===== config.mk =====
export PLATFORM = sky130hd
export DESIGN_NAME = vga_pixel_out
export DESIGN_NICKNAME = d
export VERILOG_FILES = /design/src/rtl/vga_pixel_out.sv
export SDC_FILE = /design/constraint.sdc
export NUM_CORES = 1
export LEC_CHECK = 0
export CORE_MARGIN = 4
export CORE_UTILIZATION = 45
export CTS_BUF_LIST = sky130_fd_sc_hd__clkbuf_8
export DETAILED_ROUTE_END_ITERATION = 16
export PLACE_DENSITY = 0.78
export RECOVER_POWER = 50
export SLEW_MARGIN = 0
export SYNTH_ARGS = -nofsm -noshare
export SYNTH_HDL_FRONTEND = slang
export SYNTH_SLANG_ARGS = --single-unit

===== constraint.sdc =====
create_clock -name clk -period 3 [get_ports clk]
set_clock_uncertainty 0.2 [all_clocks]
set_input_delay 0.75 -clock clk [delete_from_list [all_inputs] [get_ports clk]]
set_output_delay 0.75 -clock clk [all_outputs]
set_load 0.01 [all_outputs]

===== src/rtl/vga_pixel_out.sv =====
// VGA timing generator and output stage: pixel counters, start-of-frame pulse,
// pipeline-aligned sync/blank, and RGB332 to 8-8-8 colour expansion.
module vga_pixel_out #(
  parameter int CLK_DIV    = 2,
  parameter int PIPE_DELAY = 1,
  parameter int H_VISIBLE  = 640,
  parameter int H_FP       = 16,
  parameter int H_SYNC     = 96,
  parameter int H_BP       = 48,
  parameter int V_VISIBLE  = 480,
  parameter int V_FP       = 10,
  parameter int V_SYNC     = 2,
  parameter int V_BP       = 33
) (
  input  logic        clk,
  input  logic        resetN,
  input  logic [7:0]  RGBIn,
  output logic [10:0] pixelX,
  output logic [10:0] pixelY,
  output logic        startOfFrame,
  output logic [7:0]  red,
  output logic [7:0]  green,
  output logic [7:0]  blue,
  output logic        hsync,
  output logic        vsync,
  output logic        blankN
);

  localparam int H_TOTAL = H_VISIBLE + H_FP + H_SYNC + H_BP;
  localparam int V_TOTAL = V_VISIBLE + V_FP + V_SYNC + V_BP;
  localparam int DIV_W   = (CLK_DIV > 1) ? $clog2(CLK_DIV) : 1;

  localparam logic [DIV_W-1:0] DIV_LAST = DIV_W'(CLK_DIV - 1);
  localparam logic [DIV_W-1:0] DIV_ONE  = DIV_W'(1);
  localparam logic [10:0] H_LAST   = 11'(H_TOTAL - 1);
  localparam logic [10:0] V_LAST   = 11'(V_TOTAL - 1);
  localparam logic [10:0] H_VIS    = 11'(H_VISIBLE);
  localparam logic [10:0] V_VIS    = 11'(V_VISIBLE);
  localparam logic [10:0] HS_FIRST = 11'(H_VISIBLE + H_FP);
  localparam logic [10:0] HS_LAST  = 11'(H_VISIBLE + H_FP + H_SYNC - 1);
  localparam logic [10:0] VS_FIRST = 11'(V_VISIBLE + V_FP);
  localparam logic [10:0] VS_LAST  = 11'(V_VISIBLE + V_FP + V_SYNC - 1);
  // Idle delay-line entry: {hsync, vsync, visible}
  localparam logic [2:0]  DLY_IDLE = 3'b110;

  function automatic logic [7:0] expand3(input logic [2:0] c);
    return {c, c, c[2:1]};
  endfunction

  function automatic logic [7:0] expand2(input logic [1:0] c);
    return {c, c, c, c};
  endfunction

  logic [DIV_W-1:0] div_q, div_d;
  logic [10:0]      x_q, x_d, y_q, y_d;
  logic             sof_q, sof_d;
  logic             strobe_s, vis_s, hs_s, vs_s;
  logic [2:0]       dly_q [PIPE_DELAY];
  logic [2:0]       tap_s;
  logic [7:0]       red_q, red_d, green_q, green_d, blue_q, blue_d;
  logic             hsync_q, vsync_q, blank_q;

  // Divider, pixel/line counters and the start-of-frame pulse
  always_comb begin
    strobe_s = (div_q == DIV_LAST);
    div_d    = div_q;
    x_d      = x_q;
    y_d      = y_q;
    sof_d    = 1'b0;
    if (strobe_s) begin
      div_d = '0;
      if (x_q == H_LAST) begin
        x_d = 11'd0;
        if (y_q == V_LAST) begin
          y_d   = 11'd0;
          sof_d = 1'b1;
        end else begin
          y_d = y_q + 11'd1;
        end
      end else begin
        x_d = x_q + 11'd1;
      end
    end else begin
      div_d = div_q + DIV_ONE;
    end
  end

  always_ff @(posedge clk or negedge resetN) begin
    if (!resetN) begin
      div_q <= '0;
      x_q   <= 11'd0;
      y_q   <= 11'd0;
      sof_q <= 1'b0;
    end else begin
      div_q <= div_d;
      x_q   <= x_d;
      y_q   <= y_d;
      sof_q <= sof_d;
    end
  end

  always_comb begin
    vis_s = (x_q < H_VIS) && (y_q < V_VIS);
    hs_s  = (x_q >= HS_FIRST) && (x_q <= HS_LAST);
    vs_s  = (y_q >= VS_FIRST) && (y_q <= VS_LAST);
    tap_s = dly_q[PIPE_DELAY-1];
  end

  // Delay line advances every clk so it tracks the drawing pipeline, not the strobe
  always_ff @(posedge clk or negedge resetN) begin
    if (!resetN) begin
      for (int i = 0; i < PIPE_DELAY; i++) dly_q[i] <= DLY_IDLE;
    end else begin
      dly_q[0] <= {~hs_s, ~vs_s, vis_s};
      for (int i = 1; i < PIPE_DELAY; i++) dly_q[i] <= dly_q[i-1];
    end
  end

  always_comb begin
    red_d   = 8'd0;
    green_d = 8'd0;
    blue_d  = 8'd0;
    if (tap_s[0]) begin
      red_d   = expand3(RGBIn[7:5]);
      green_d = expand3(RGBIn[4:2]);
      blue_d  = expand2(RGBIn[1:0]);
    end else begin
      red_d   = 8'd0;
      green_d = 8'd0;
      blue_d  = 8'd0;
    end
  end

  always_ff @(posedge clk or negedge resetN) begin
    if (!resetN) begin
      red_q   <= 8'd0;
      green_q <= 8'd0;
      blue_q  <= 8'd0;
      hsync_q <= 1'b1;
      vsync_q <= 1'b1;
      blank_q <= 1'b0;
    end else begin
      red_q   <= red_d;
      green_q <= green_d;
      blue_q  <= blue_d;
      hsync_q <= tap_s[2];
      vsync_q <= tap_s[1];
      blank_q <= tap_s[0];
    end
  end

  assign pixelX       = x_q;
  assign pixelY       = y_q;
  assign startOfFrame = sof_q;
  assign red          = red_q;
  assign green        = green_q;
  assign blue         = blue_q;
  assign hsync        = hsync_q;
  assign vsync        = vsync_q;
  assign blankN       = blank_q;

endmodule


==> out/qor.txt <==
status - finished, violations left
failing checks - capacitance limit, slew limit
sequential standard cell area - 955.9 µm²
GRT met1 Usage - 20.32%
minimum clock period - 2530 ps
H-tree levels - 2
CP arrival - 2560 ps
met3 GRT Util - 3.740%
synthesized area per cell - 10.46 µm²
ANT nets after route - 0
Hold Crit Depth - 0
Synth Area in XOR/XNOR - 4.257%
Cell Area, Synth - 1852 µm²
vias in the first global route - 1339
reg2reg path depth - 4
worst vdd ir - 0.2578 mV
Initial Util - 46.29%
pin count of the biggest net entering global routing - 39
Setup violations, final - 0
RD Place Congestion - 0.8195
CTS tree - built
total negative slack - 0 ps
die footprint - 5206 µm²
hold slack - 156.2 ps
Pins Over Slew Limit - 39
Die Y - 72.15 µm
gr usage total - 15.61%
Simple-Gate Fraction of Synth Area - 23.38%
Multi-input gate area - 715.7 µm²
clk_lat worst skew - 290 ps
post-cts resize count - 0
initial antenna violation count - 0
Fin. Hold Viols - 0
clk buf depth - 2
syn nets - 190
Synthesis Warnings - 0
# rows - 23
Cell variety after synth - 40
IO Count - 60
HP Start - dly_q[2]
r2r startpoint - pixelX[5]
HPWL after detailed placement - 2818 µm
complex-gate fraction of the synthesized area - 7.365%
CTS Hold Bufs - 0
drt total wl - 3890 µm
root buffer cell - clkbuf_8
CP Class - reg2reg
Avg WL per Cell - 14.20 µm
Die X - 72.15 µm
crit start category - flip-flop
slew of the pin with the lowest slew margin - 1960 ps
Core Region - 4000 µm²
max frequency - 395.2 MHz
R2R Setup Slk - 470 ps
CTS sink cnt - 38
post-synthesis adder-cell area fraction - 2.027%
# fillers - 350
Rel. slew slack - -30.65%
worst hold endpoint - hsync
share of layout cells above drive strength 1 - 6.250%
first-pass GRT wire length - 6354 µm
Synth Register Bits - 38
worst path required time - 3030 ps
most common cell after layout, fill and taps aside - clkdlybuf4s50_1
total number of vias - 1482
PortBufs - 59
leakage - 0.9504 nW
detailed-route DRC error count - 0
# nets final - 237
Reg2Reg Capture Point - pixelY[4]
total grt overflow - 0
post-synthesis mux area share - 2.162%
Syn Inst Count - 177
grt peak-use layer - met2
Final period util - 84.34%
clock-pin slew on the worst setup and hold paths - 70 ps
Worst Path Max Fanout - 12
RSZ-0062 raised after global routing - no
most frequent cells in the layout - clkdlybuf4s50_1, dfrtp_1, nand2_1, nand3_1, o21ai_0
number of DRC markers in iteration 0 - 121
P&R area growth vs syn - 31.69%
main combinational cell family by area after synthesis - simple AND/OR/NAND/NOR gates
sequential share of the synthesized area - 51.62%
Hold Crit Class - reg2reg
Num CTS Buffers - 5
Ant. Diodes - 0
Max Cap Violations - 1
CP endpoint kind - flip-flop
grt met2 use - 24.27%
via-per-instance ratio - 5.409
Cell Pwr Density - 373.2 nW/µm²
Pre-antenna DRT Iters - 4
post-CTS setup buffer count - 0
final cells by class:
cell class / count / area share (%)
clock inverters: 2 / 0.4105
multi-input cells: 110 / 29.35
repair buffers: 61 / 24.42
inverters: 8 / 1.231
flip-flops and latches: 38 / 39.20
clock buffers: 5 / 2.822
well taps: 50 / 2.565
worst max-delay path by stage:
stage / end / start / slack (ps)
6_report: pixelY[4] / pixelX[5] / 470
5_1_grt: pixelX[5] / resetN / 230
4_1_cts: pixelY[4] / pixelX[5] / 500
3_5_place_dp: pixelY[4] / pixelX[5] / 510
3_3_place_gp: pixelY[4] / pixelX[5] / 520
2_1_floorplan: pixelY[4] / pixelX[5] / 620
where the power goes:
group	internal, W	switching [W]
sequential	0.000518	0.00000375
clock	0.000156	0.000169
combinational	0.0000379	0.0000257
per-layer routing:
layer / part of all wire, % / wire, µm / vias up
met5: 0 / 0 / -
met4: 2.2 / 87 / 0
met3: 8.1 / 317 / 7
met2: 46 / 1780 / 77
met1: 44 / 1704 / 698
li1: - / - / 700
registers in the layout, indices dropped and copies added, names as in the netlist:
signal and count:
hsync 1, startOfFrame 1, blue 2, dly_q 3
pixelX 11, div_q 1, red 3, vsync 1
blankN 1, pixelY 11, green 3
critical path, cell delays in order, from the launching register on:
cell and delay [ps]:
dfrtp_1 440, or4b_1 610, or4_4 630, or4b_1 520, nand2_1 70
Yosys cell counts:
cell type | n | area [µm²]
nor4_1 | 1 | 6.260
and2_1 | 11 | 68.82
nand4_1 | 7 | 43.79
inv_1 | 8 | 30.03
o21ai_0 | 9 | 45.04
dfrtp_1 | 34 | 850.8
xor2_1 | 5 | 43.79
or3_1 | 2 | 12.51
or4_4 | 1 | 11.26
nor4bb_1 | 1 | 10.01
nor2_1 | 7 | 26.28
o31a_1 | 1 | 8.760
nand4b_1 | 1 | 8.760
clkbuf_1 | 4 | 15.01
o22ai_1 | 1 | 6.260
o41ai_1 | 1 | 8.760
nand3b_1 | 3 | 22.52
buf_2 | 1 | 5.000
or4_1 | 1 | 7.510
and4_1 | 3 | 26.28
dfstp_2 | 4 | 105.1
nand2_1 | 12 | 45.04
ha_1 | 3 | 37.54
o2bb2ai_1 | 1 | 8.760
or4b_1 | 1 | 10.01
a21oi_1 | 7 | 35.03
buf_4 | 16 | 120.1
a21o_1 | 1 | 7.510
nor4_2 | 1 | 12.51
and4b_1 | 1 | 10.01
and3_1 | 2 | 12.51
mux2i_1 | 4 | 40.04
xnor2_1 | 4 | 35.03
nor2b_1 | 1 | 6.260
or2_2 | 1 | 6.260
a32o_1 | 1 | 10.01
nand3_1 | 11 | 55.05
or4b_4 | 1 | 13.76
nor4b_1 | 2 | 17.52
a31oi_1 | 1 | 6.260
per-stage QoR:
step           instance area, µm²  std cells  total power [W]  setup slack, ps  utilization (%)
2_1_floorplan                1852        177        0.0005593            615.4                -
3_3_place_gp                 2375        267        0.0005964            524.4            59.37
3_5_place_dp                 2375        267        0.0005979            508.4            59.37
4_1_cts                      2454        274        0.0009256            500.6            61.34
5_1_grt                      2439        274        0.0009504            226.8            60.96
6_report                     2439        274        0.0009101            469.8            60.96
cell families (layout without fill, tap and decap cells):
kind of cell             Yosys count  count (layout)
AND/OR/NAND/NOR                   71              71
flip-flops                        38              38
XOR/XNOR                           9               9
adder cells (fa/ha/maj)            3               3
multiplexers                       4               4
buffers and inverters             29              76
AO/OA/AOI/OAI                     23              23
Power figures use the tool's default switching activity.
